**src/rtl/user_io_spi_master.sv**
```systemverilog
// SPI mode-0 master that frames a user_io command byte plus up to four payload bytes,
// returning every byte clocked in from SPI_MISO.
`timescale 1ns/1ps
module user_io_spi_master #(
   parameter int CLK_DIV = 4
) (
   input  logic        clk_sys,
   input  logic        reset,
   input  logic        cmd_valid,
   output logic        cmd_ready,
   input  logic [7:0]  cmd_code,
   input  logic [2:0]  cmd_len,
   input  logic [31:0] cmd_data,
   output logic        rx_valid,
   output logic [7:0]  rx_data,
   output logic        rx_last,
   output logic        busy,
   output logic        SPI_SCK,
   output logic        SPI_MOSI,
   input  logic        SPI_MISO,
   output logic        SPI_SS_IO
);

   generate
      if (CLK_DIV < 2 || CLK_DIV > 255) begin : g_bad_div
         $error("user_io_spi_master: CLK_DIV must be in 2..255");
      end
   endgenerate

   localparam logic [7:0] DIV_LAST = 8'(CLK_DIV - 1);

   localparam logic [2:0] S_IDLE     = 3'd0;
   localparam logic [2:0] S_SETUP    = 3'd1;
   localparam logic [2:0] S_SHIFT_LO = 3'd2;
   localparam logic [2:0] S_SHIFT_HI = 3'd3;
   localparam logic [2:0] S_HOLD     = 3'd4;
   localparam logic [2:0] S_GAP      = 3'd5;

   logic [2:0]  r_state;
   logic        r_ready_en;
   logic [7:0]  r_div;
   logic [2:0]  r_bit;
   logic [2:0]  r_byte;
   logic [2:0]  r_len;
   logic [7:0]  r_tx_shift;
   logic [31:0] r_payload;
   logic [7:0]  r_rx_shift;
   logic [7:0]  r_rx_data;
   logic        r_rx_valid;
   logic        r_rx_last;
   logic        r_sck;
   logic        r_ss;

   logic        w_div_done;
   logic        w_accept;

   assign w_div_done = (r_div == DIV_LAST);
   // r_ready_en keeps cmd_ready low during reset and until the first edge after release
   assign cmd_ready  = (r_state == S_IDLE) && r_ready_en;
   assign w_accept   = cmd_valid && cmd_ready;

   assign busy      = (r_state != S_IDLE);
   assign SPI_SCK   = r_sck;
   assign SPI_MOSI  = r_tx_shift[7];
   assign SPI_SS_IO = r_ss;
   assign rx_valid  = r_rx_valid;
   assign rx_data   = r_rx_data;
   assign rx_last   = r_rx_last;

   always_ff @(posedge clk_sys or posedge reset) begin
      if (reset) begin
         r_state    <= S_IDLE;
         r_ready_en <= 1'b0;
         r_div      <= '0;
         r_bit      <= '0;
         r_byte     <= '0;
         r_len      <= '0;
         r_tx_shift <= '0;
         r_payload  <= '0;
         r_rx_shift <= '0;
         r_rx_data  <= '0;
         r_rx_valid <= 1'b0;
         r_rx_last  <= 1'b0;
         r_sck      <= 1'b0;
         r_ss       <= 1'b1;
      end else begin
         r_ready_en <= 1'b1;
         r_rx_valid <= 1'b0;
         r_rx_last  <= 1'b0;
         case (r_state)
            S_IDLE: begin
               if (w_accept) begin
                  r_tx_shift <= cmd_code;
                  r_payload  <= cmd_data;
                  r_len      <= (cmd_len > 3'd4) ? 3'd4 : cmd_len;
                  r_byte     <= '0;
                  r_bit      <= '0;
                  r_div      <= '0;
                  r_ss       <= 1'b0;
                  r_state    <= S_SETUP;
               end
            end
            S_SETUP: begin
               r_div <= w_div_done ? 8'd0 : r_div + 8'd1;
               if (w_div_done) r_state <= S_SHIFT_LO;
            end
            S_SHIFT_LO: begin
               r_div <= w_div_done ? 8'd0 : r_div + 8'd1;
               if (w_div_done) begin
                  r_sck      <= 1'b1;
                  r_rx_shift <= {r_rx_shift[6:0], SPI_MISO};
                  r_state    <= S_SHIFT_HI;
               end
            end
            S_SHIFT_HI: begin
               r_div <= w_div_done ? 8'd0 : r_div + 8'd1;
               if (w_div_done) begin
                  r_sck <= 1'b0;
                  if (r_bit == 3'd7) begin
                     r_bit      <= '0;
                     r_rx_valid <= 1'b1;
                     r_rx_data  <= r_rx_shift;
                     r_rx_last  <= (r_byte == r_len);
                     if (r_byte == r_len) begin
                        r_state <= S_HOLD;
                     end else begin
                        // next payload byte goes straight out, no extra SCK-low time
                        r_byte     <= r_byte + 3'd1;
                        r_tx_shift <= r_payload[7:0];
                        r_payload  <= r_payload >> 8;
                        r_state    <= S_SHIFT_LO;
                     end
                  end else begin
                     r_bit      <= r_bit + 3'd1;
                     r_tx_shift <= {r_tx_shift[6:0], 1'b0};
                     r_state    <= S_SHIFT_LO;
                  end
               end
            end
            S_HOLD: begin
               r_div <= w_div_done ? 8'd0 : r_div + 8'd1;
               if (w_div_done) begin
                  r_ss    <= 1'b1;
                  r_state <= S_GAP;
               end
            end
            S_GAP: begin
               r_div <= w_div_done ? 8'd0 : r_div + 8'd1;
               if (w_div_done) r_state <= S_IDLE;
            end
            default: r_state <= S_IDLE;
         endcase
      end
   end

endmodule

```
**config.mk**
```make
export PLATFORM = sky130hd
export DESIGN_NAME = user_io_spi_master
export DESIGN_NICKNAME = d
export VERILOG_FILES = /design/src/rtl/user_io_spi_master.sv
export SDC_FILE = /design/constraint.sdc
export NUM_CORES = 1
export LEC_CHECK = 0
export CORE_MARGIN = 2
export CORE_UTILIZATION = 45
export DETAILED_ROUTE_END_ITERATION = 16
export PLACE_DENSITY = 0.69
export SLEW_MARGIN = 20
export SYNTH_ARGS = -nofsm -noshare
export SYNTH_HDL_FRONTEND = slang
export SYNTH_SLANG_ARGS = --single-unit
```
**constraint.sdc**
```tcl
create_clock -name clk_sys -period 7.4 [get_ports clk_sys]
set_input_delay 1.11 -clock clk_sys [delete_from_list [all_inputs] [get_ports clk_sys]]
set_output_delay 1.11 -clock clk_sys [all_outputs]
set_load 0.03 [all_outputs]
```
After elaboration in Yosys (flattened, before gate mapping)
Cells that the tools add are included.
{"block": "op_classes", "n_addsub": 3, "magnitude_cmp": 1, "eq_ne": 17, "mux": 42, "n_reduce_logical": 19}
{"operator": "$mux W32", "n": 4}
{"operator": "$pmux W32 S2", "n": 1}
{"operator": "$mux W8", "n": 6}
{"operator": "$mux W3", "n": 15}
{"operator": "$pmux W8 S2", "n": 2}
{"operator": "$pmux W3 S6", "n": 1}
{"operator": "$ne A2 B2 Y1 const B", "n": 8}
{"operator": "$pmux W3 S2", "n": 2}
{"operator": "$reduce_and A3 Y1", "n": 4}
{"operator": "$eq A3 B3 Y1 const B", "n": 3}
{"operator": "$mux W1", "n": 9}
{"operator": "$add A8 B1 Y8 const B", "n": 1}
{"operator": "$eq A8 B2 Y1 const B", "n": 1}
{"operator": "$reduce_bool A2 Y1", "n": 4}
{"operator": "$add A3 B1 Y3 const B", "n": 2}
{"operator": "$eq A3 B2 Y1 const B", "n": 2}
{"operator": "$reduce_and A2 Y1", "n": 3}
{"operator": "$reduce_and A6 Y1", "n": 1}
{"operator": "$reduce_and A5 Y1", "n": 1}
{"operator": "$reduce_or A5 Y1", "n": 1}
{"operator": "$pmux W1 S2", "n": 2}
{"operator": "$reduce_and A4 Y1", "n": 1}
{"operator": "$eq A3 B1 Y1 const B", "n": 1}
{"operator": "$eq A3 B3 Y1", "n": 1}
{"operator": "other kinds (5)", "n": 6}
{"block": "word_totals", "reg_bits": 81, "inputBits": 47, "out_inout_bits": 15, "word_cells": 96}

Depth between registers and ports, before layout
Gate-level depths: netlist of run 1.
{"block": "logic_depth", "word_depth": 5, "mapped_depth": 8, "mapped_depth_nobuf": 6}

Least setup slack after synthesis of run 1
No wires, ideal clock.
{"block": "synth_timing", "path_type": "input to register", "start": "input cmd_valid", "end": "register r_tx_shift[0]", "setup_ps": 127, "arrival_time_ps": 2326, "setup_slack_ps": 4946, "cell_stages": 5, "n_path_buf": 1, "cell_sequence": "or4bb_1 a21oi_1 o311a_1 buf_6 mux2_1"}
{"block": "synth_via", "elab_chain_len": 3}
{"element": "start: declaration", "line_no": "9", "rtl": "input logic cmd_valid,"}
{"element": "$logic_and A1 B1 Y1", "line_no": "60", "rtl": "assign w_accept = cmd_valid && cmd_ready;"}
{"element": "$ne A2 B2 Y1 (no source line)"}
{"element": "$reduce_and A4 Y1 (no source line)"}
{"element": "end signal: assignment", "line_no": "93", "rtl": "r_tx_shift <= cmd_code;"}
{"element": "end signal: assignment", "line_no": "129", "rtl": "r_tx_shift <= r_payload[7:0];"}
{"element": "end signal: assignment", "line_no": "135", "rtl": "r_tx_shift <= {r_tx_shift[6:0], 1'b0};"}
{"element": "end: declaration", "line_no": "45", "rtl": "logic [7:0] r_tx_shift;"}
No other way between the ends.
A chain may end at the register's enable or synchronous reset.

Worst setup path after layout of run 1
{"block": "layout_timing", "start": "register r_state[1]", "end": "output cmd_ready"}
{"block": "layout_via", "elab_chain_len": 2}
{"element": "start: declaration", "line_no": "39", "rtl": "logic [2:0] r_state;"}
{"element": "start signal: assignment", "line_no": "72", "rtl": "r_state <= S_IDLE;"}
{"element": "start signal: assignment", "line_no": "100", "rtl": "r_state <= S_SETUP;"}
{"element": "start signal: assignment", "line_no": "105", "rtl": "if (w_div_done) r_state <= S_SHIFT_LO;"}
{"element": "$logic_not A3 Y1", "line_no": "59", "rtl": "assign cmd_ready = (r_state == S_IDLE) && r_ready_en;"}
{"element": "$logic_and A1 B1 Y1", "line_no": "59"}
{"element": "end: declaration", "line_no": "10", "rtl": "output logic cmd_ready,"}
No other way between the ends.

==> out/results.ini, run 1 <==
[routing]
route.vias.total = 2868
vias_per_cell = 5.14
drtAntennaViolNets = 0
wl_per_cell_um = 13.8
wl_um = 7720
drtPass1Iterations = 4
drc = 0
drt_iter0_markers = 96

[sta]
setup_violations = 0
min_period_ns = 3.36
clock_skew_ns = 0.00730
fin_crit_sh_pct = 45.5
fin_setup_tns_ns = 0
max_freq_mhz = 297
grt_setup_unrepaired = no
relSlewSlack_pct = 28.6
slew_violations = 0
final_hold_viol_count = 0
worst_pin_slew_ns = 1.07

[power]
vdd_drop_max_mv = 0.103
p_int_uw = 673
finalPower_uw = 850
p_leak_uw = 0.00219
seqPwrFrac_pct = 52.5
combPwrFrac_pct = 5.3
p_sw_share_pct = 20.9
p_sw_uw = 178
powerDensity_nw_per_um2 = 172
clkPwrFrac_pct = 42.2

[synthesis]
seq_area_frac_synth_pct = 50.2
avgSynthCellArea_um2 = 10.4
synth_flop_cell = dfrtp_1
syn_inst = 389
yosysUniqueCellTypes = 51
synth_area_um2 = 4040
ys_async_sr_fraction_pct = 100
syn-num-nets = 440
ys_ff_latch = 81
synth_edf_count = 0
yosys_warnings = 0

[global_routing]
grt_max_degree = 82
grt_pass1_vias = 2812
gr-total-overflow = 0
antenna_found_initial = 0
track_usage_pct = 16.4
grt_pass1_wl_um = 13000

[clock_network]
clock_latency_ns = 0.35
ctsRootBufferMaster = clkbuf_8
cts_setup_buffers = 0
cts-resized-gates = 0
cts_tree = yes
htreeDepth = 3
cts_buffers = 9
cts.sinks = 81
ctsHoldBuffers = 0
cts.clk_slew.worst_paths_ns = 0.08
clock_path_buffers = 2

[die]
io_pins = 62
die_area_um2 = 9750
coreArea_um2 = 8720
initial_utilization_pct = 46.3
die_width_um = 98.8
rows = 34
die_height_um = 98.8

[final_layout]
layout-drive-gt1-share_pct = 13.6
final_cell_mix = nand2_1, dfrtp_1, clkdlybuf4s50_1
num_antenna_cells = 0
final_common_cell = nand2_1
fin_nets = 496
syn2layout_area_growth_pct = 22.0

[setup_path]
cp-start-kind = register
path_max_fanout = 14
crit_required_ns = 6.29
crit_path_end_kind = output pin
arrival_ns = 2.25
crit_type = register to output pin

[placed_design]
io_buffers = 61
hpwl_um = 5300
place_congestion = 0.800

[hold_path]
holdCritPathClass = register to register

[run]
cap_violations = 0

[run_status]
status = finished clean

## layout make-up
class                   instances  area (um2)
multi-input cells             276        1860
repair buffers                 63         629
fillers                       769        3790
clock buffers                  12         145
well taps                     108         135
inverters                      14        53.8
flip-flops and latches         81        2030
clock inverters                 4        76.3
## metal layers
metal / vias to the layer above / GRT usage, % / wire length [um]
li1: 1432 / - / -
met1: 1369 / 23.1 / 3740
met2: 58 / 25.4 / 3590
met3: 9 / 3.40 / 291
met4: 0 / 5.37 / 104
met5: - / 0 / 0
## critical path, cell delays in order (launching register included)
cell             delay (ns)
dfrtp_1                0.51
nor3_1                 0.52
and2_1                 0.21
clkdlybuf4s50_1        0.67
## stage by stage
step	utilization, %	cell area (um2)	instances	setup WS [ns]	hold WS (ns)
after CTS	56.5	4930	558	4.02	0.478
after global placement	53.9	4700	542	4.06	0.450
after detailed placement	53.9	4700	542	4.04	0.459
after global routing	56.5	4930	558	3.85	0.506
after floorplan	-	4040	389	4.21	0.446
final	56.5	4930	558	4.04	0.473
## state kept, by name, indices dropped and copies added (netlist names)
signal,cells
rx_data,8
r_rx_shift,8
r_div,8
r_tx_shift,8
SPI_SS_IO,1
SPI_SCK,1
r_bit,3
r_byte,3
r_state,3
rx_last,1
r_ready_en,1
r_len,3
rx_valid,1
r_payload,32
## synth_stat cells (2+ instances only)
cell	count	area share [%]
nand3b_1	3	0.56
nand2b_1	2	0.31
nor2_1	20	1.9
or3_1	3	0.46
xnor2_1	3	0.65
a21oi_1	12	1.5
o21ai_0	4	0.50
a21o_1	2	0.37
mux2_4	27	10
dfrtp_1	80	50
nand4_1	4	0.62
xor2_1	5	1.1
a22o_1	11	2.4
nor3_1	5	0.62
mux2_2	5	1.4
clkbuf_1	12	1.1
nor3_2	2	0.50
nand3_1	5	0.62
ha_1	4	1.2
inv_1	14	1.3
nand2_1	116	11
nor4_1	2	0.31
mux2i_1	15	3.7
and2_1	3	0.46
buf_6	4	1.1
## power by group through the flow
stage          clock (uW)  combinational, uW  sequential (uW)
2_1_floorplan           0               16.5              455
3_3_place_gp            0               46.0              455
3_5_place_dp            0               46.0              455
4_1_cts               364               46.2              446
5_1_grt               381               50.3              447
6_report              359               45.3              446
## worst paths after layout
kind                                              to  cells after the start  slack [ns]                    from
max                                        cmd_ready                      3        4.04  r_state[1]$_DFFE_PP0P_
min                           rx_data[2]$_DFFE_PP0P_                      2        0.47  rx_data[2]$_DFFE_PP0P_
max reg2reg                r_payload[20]$_DFFE_PP0P_                      4        4.15  r_state[0]$_DFFE_PP0P_
min reg2reg                   rx_data[2]$_DFFE_PP0P_                      2        0.47  rx_data[2]$_DFFE_PP0P_
max in group asynchronous  r_payload[13]$_DFFE_PP0P_                      3        5.61                   reset
min in group asynchronous  r_tx_shift[6]$_DFFE_PP0P_                      3        1.27                   reset
## kinds of logic (layout without fill, tap and decap cells)
logic type / count (synthesis) / after routing / share of synthesized area [%]
buf+inv: 32 / 93 / 3.75
flops: 81 / 81 / 50.2
simple gates: 174 / 174 / 20.1
xor+xnor: 8 / 8 / 1.73
fa+ha+maj: 4 / 4 / 1.24
mux: 48 / 48 / 15.4
compound gates: 41 / 41 / 7.49
other cells: 1 / 1 / 0.0928
Note: power is estimated with default switching activity, not from simulation.
==> run 2: changes to the inputs <==
==> constraint.sdc (replaced) <==
create_clock -name clk_sys -period 3.5 [get_ports clk_sys]
set_input_delay 0.525 -clock clk_sys [delete_from_list [all_inputs] [get_ports clk_sys]]
set_output_delay 0.525 -clock clk_sys [all_outputs]
set_load 0.03 [all_outputs]
==> out/results.ini, run 2 (synthesis gave the netlist of run 1 again) <==
[run_status]
status = finished clean

[sta]
fin_setup_tns_ns = 0
setup_violations = 0
max_freq_mhz = 354
fin_crit_sh_pct = 80.8
clock_skew_ns = 0.0117
grt_setup_unrepaired = no
min_period_ns = 2.83
final_hold_viol_count = 0
slew_violations = 0
relSlewSlack_pct = 37.1
worst_pin_slew_ns = 0.920

[power]
clkPwrFrac_pct = 41.9
seqPwrFrac_pct = 52.7
p_int_uw = 1420
p_sw_uw = 369
powerDensity_nw_per_um2 = 361
vdd_drop_max_mv = 0.215
p_leak_uw = 0.00222
p_sw_share_pct = 20.6
combPwrFrac_pct = 5.4

[final_layout]
syn2layout_area_growth_pct = 22.9
fin_cells = 563
seq_area_um2 = 2030
largest_register_ffs = 32
final_common_cell = nand2_1
num_antenna_cells = 0
fin_nets = 501
top_register = r_payload
multi_input_area_um2 = 1860
fill_cells = 777
final_cell_mix = nand2_1, dfrtp_1, clkdlybuf4s50_1
layout-drive-gt1-share_pct = 14.5

[routing]
route.vias.total = 2896
vias_per_cell = 5.14
drtPass1Iterations = 4
drc = 0
drtAntennaViolNets = 0
wl_um = 7900
drt_iter0_markers = 161
wl_per_cell_um = 14.0

[die]
initial_utilization_pct = 46.3
coreArea_um2 = 8720
die_width_um = 98.8
rows = 34
io_pins = 62
die_area_um2 = 9750
die_height_um = 98.8

[clock_network]
cts.sinks = 81
ctsRootBufferMaster = clkbuf_8
cts_tree = yes
cts.clk_slew.worst_paths_ns = 0.08
clock_path_buffers = 2
clock_latency_ns = 0.34
cts_buffers = 9
htreeDepth = 3
cts-resized-gates = 0
ctsHoldBuffers = 0
cts_setup_buffers = 0

[setup_path]
cp-start-kind = register
arrival_ns = 2.30
timing.rr.start = r_div[0]$_DFFE_PP0P_
crit_chain = nor3_1 -> and2_1 -> clkdlybuf4s50_1
r2r_setup_slack_ns = 0.90
path_max_fanout = 14
crit_required_ns = 2.97
r2r_cells = 6
slowest_delay_ns = 0.67
rr_endpoint = r_payload[5]$_DFFE_PP0P_
cp_slowest_cell = clkdlybuf4s50_1
crit_path_end_kind = output pin
crit_type = register to output pin

[global_routing]
antenna_found_initial = 0
grt_pass1_wl_um = 13500
track_usage_pct = 17.0
gr-total-overflow = 0
grt_pass1_vias = 2846
grt_max_degree = 66

[hold_path]
hold_start = rx_data[6]$_DFFE_PP0P_
holdCritPathClass = register to register
hold_depth = 2
min_to = rx_data[6]$_DFFE_PP0P_

[placed_design]
post-place-cells = 547
hpwl_um = 5610
io_buffers = 61
place_congestion = 0.845

[run]
cap_violations = 0

==> run 2: cell count changes in the layout (fill, tap and decap cells not counted), sizes merged <==
cell | previous run | this run
buf | 2 | 7
==> run 2: worst max-delay path by stage <==
stage / slack, ns / cells past startpoint / startpoint / end
6_report: 0.67 / 3 / r_state[1]$_DFFE_PP0P_ / cmd_ready
5_1_grt: 0.60 / 3 / r_state[1]$_DFFE_PP0P_ / cmd_ready
4_1_cts: 0.67 / 3 / r_state[1]$_DFFE_PP0P_ / cmd_ready
3_5_place_dp: 0.71 / 5 / cmd_valid / r_tx_shift[0]$_DFFE_PP0P_
3_3_place_gp: 0.76 / 5 / cmd_valid / r_tx_shift[0]$_DFFE_PP0P_
2_1_floorplan: 0.90 / 1 / reset / SPI_SCK$_DFFE_PP0P_
==> run 2: area by class of cell <==
class,count,area share [%]
Sequential cell,81,40.8
Multi-Input combinational cell,276,37.5
Timing Repair Buffer,68,13.4
Clock buffer,12,2.92
Tap cell,108,2.72
Clock inverter,4,1.54
Inverter,14,1.16
==> run 2: metrics by stage <==
stage	util [%]	hold WS (ns)	setup WS, ns	area (um2)	power [uW]
2_1_floorplan	-	0.446	0.897	4040	996
3_3_place_gp	54.4	0.453	0.756	4740	1060
3_5_place_dp	54.4	0.459	0.710	4750	1060
4_1_cts	57.0	0.478	0.671	4970	1810
5_1_grt	57.0	0.502	0.597	4970	1860
6_report	57.0	0.469	0.673	4970	1790
==> run 2: power groups by stage <==
stage / clock network [uW] / registers (uW) / logic (uW)
after global placement: 0 / 962 / 97.3
after global routing: 810 / 945 / 107
after detailed placement: 0 / 962 / 98.7
after CTS: 767 / 944 / 99.0
after floorplan: 0 / 961 / 34.9
final: 751 / 944 / 96.5
==> run 2: per-layer routing <==
metal | vias up | track usage (%) | wire (um)
li1 | 1445 | - | -
met1 | 1364 | 23.8 | 3730
met2 | 72 | 26.1 | 3660
met3 | 15 | 3.26 | 332
met4 | 0 | 7.17 | 175
met5 | - | 0 | 0
==> run 2: critical path: cells and delay by family, from the launching register on <==
kind	cells	cell delay, ns
buffers and inverters	1	0.67
flip-flops	1	0.52
AND/OR/NAND/NOR	2	0.77
==> run 3: changes to the inputs <==
==> constraint.sdc (replaced) <==
create_clock -name clk_sys -period 2.97 [get_ports clk_sys]
set_input_delay 0.4455 -clock clk_sys [delete_from_list [all_inputs] [get_ports clk_sys]]
set_output_delay 0.4455 -clock clk_sys [all_outputs]
set_load 0.03 [all_outputs]
==> out/results.ini, run 3 (synthesis gave the netlist of run 1 again) <==
[setup_path]
cp-start-kind = register
crit_type = register to output pin
r2r_cells = 5
crit_required_ns = 2.52
arrival_ns = 2.20
crit_path_end_kind = output pin
path_max_fanout = 14

[clock_network]
htreeDepth = 3
ctsRootBufferMaster = clkbuf_8
cts.clk_slew.worst_paths_ns = 0.08
cts_setup_buffers = 0
clock_latency_ns = 0.35
cts-resized-gates = 0
cts_tree = yes
cts_buffers = 9
ctsHoldBuffers = 0
clock_path_buffers = 2
cts.sinks = 81

[placed_design]
io_buffers = 61
place_ws_ns = 0.559
hpwl_um = 5770
place_congestion = 0.891

[final_layout]
final_cell_mix = nand2_1, dfrtp_1, clkdlybuf4s50_1
multi_input_area_um2 = 1860
fill_cells = 745
seq_area_um2 = 2030
fin_nets = 504
top_register = r_payload
layout-drive-gt1-share_pct = 15.1
syn2layout_area_growth_pct = 23.7
num_antenna_cells = 0
final_common_cell = nand2_1
final_util_pct = 57.3
largest_register_ffs = 32

[die]
die_area_um2 = 9750
io_pins = 62
rows = 34
die_height_um = 98.8
die_width_um = 98.8
initial_utilization_pct = 46.3
coreArea_um2 = 8720

[routing]
drc = 0
drtPass1Iterations = 4
route.vias.total = 2835
wl_per_cell_um = 14.4
drtAntennaViolNets = 0
vias_per_cell = 5.01
drt_iter0_markers = 112
wl_um = 8130

[sta]
fin_crit_sh_pct = 89.2
fin_ws_ns = 0.320
grt_setup_unrepaired = no
relSlewSlack_pct = 41.0
final_hold_viol_count = 0
fin_setup_tns_ns = 0
clock_skew_ns = 0.0110
min_period_ns = 2.65
max_freq_mhz = 377
slew_violations = 0
worst_pin_slew_ns = 0.863
setup_violations = 0

[global_routing]
antenna_found_initial = 0
track_usage_pct = 17.8
grt_pass1_vias = 2909
gr-total-overflow = 0
grt_max_degree = 43
grt_pass1_wl_um = 13800

[power]
finalPower_uw = 2120
powerDensity_nw_per_um2 = 424
p_leak_uw = 0.00223
vdd_drop_max_mv = 0.221

[run]
cap_violations = 0

[hold_path]
holdCritPathClass = primary input to async pin

[run_status]
status = finished clean

## run 3: cell types whose count changed in the layout (fill, tap and decap cells not counted)
cell,delta
clkinv_4,-1
clkinv_2,+1
buf_4,+2
buf_12,+1
## run 3: report_power, final
group,internal [uW],leakage (uW),switching [uW]
clock network,499,0.000107,391
registers,1110,0.000959,5.19
logic,71.1,0.00117,44.6
total,1680,0.00223,441
## run 3: through the flow
step | instances | hold slack (ns) | instance area, um2
final | 566 | 0.426 | 5000
after global routing | 566 | 0.460 | 5000
after CTS | 566 | 0.430 | 5000
after detailed placement | 550 | 0.455 | 4780
after global placement | 550 | 0.449 | 4780
after floorplan | 389 | 0.446 | 4040
## run 3: worst paths after layout
path / start / end / slack, ns
worst max register to register: r_div[0]$_DFFE_PP0P_ / r_rx_shift[0]$_DFFE_PP0P_ / 0.70
worst min-delay path: reset / rx_data[4]$_DFFE_PP0P_ / 0.43
min in group clk_sys: rx_data[5]$_DFFE_PP0P_ / rx_data[5]$_DFFE_PP0P_ / 0.47
worst max-delay path: r_state[1]$_DFFE_PP0P_ / cmd_ready / 0.32
max in group asynchronous: reset / r_payload[14]$_DFFE_PP0P_ / 1.88
worst min register to register: rx_data[5]$_DFFE_PP0P_ / rx_data[5]$_DFFE_PP0P_ / 0.47
## run 3: metal layers
metal,GRT usage [%],vias to the layer above,wire [um]
met2,27.2,65,3760
li1,-,1439,-
met4,7.90,0,162
met1,24.9,1318,3910
met3,3.12,13,297
met5,0,-,0
## run 3: layout make-up
class / instances / share of cell area, %
sequential: 81 / 40.6
multi-input combinational: 276 / 37.2
timing repair buffer: 71 / 14.0
clock buffer: 12 / 2.90
tap: 108 / 2.70
clock inverter: 4 / 1.53
inverter: 14 / 1.08
## run 3: worst max-delay path, stage by stage (launching register included)
cell and delay [ns]:
dfrtp_1 0.51, nor3_1 0.47, and2_1 0.21, clkdlybuf4s50_1 0.67
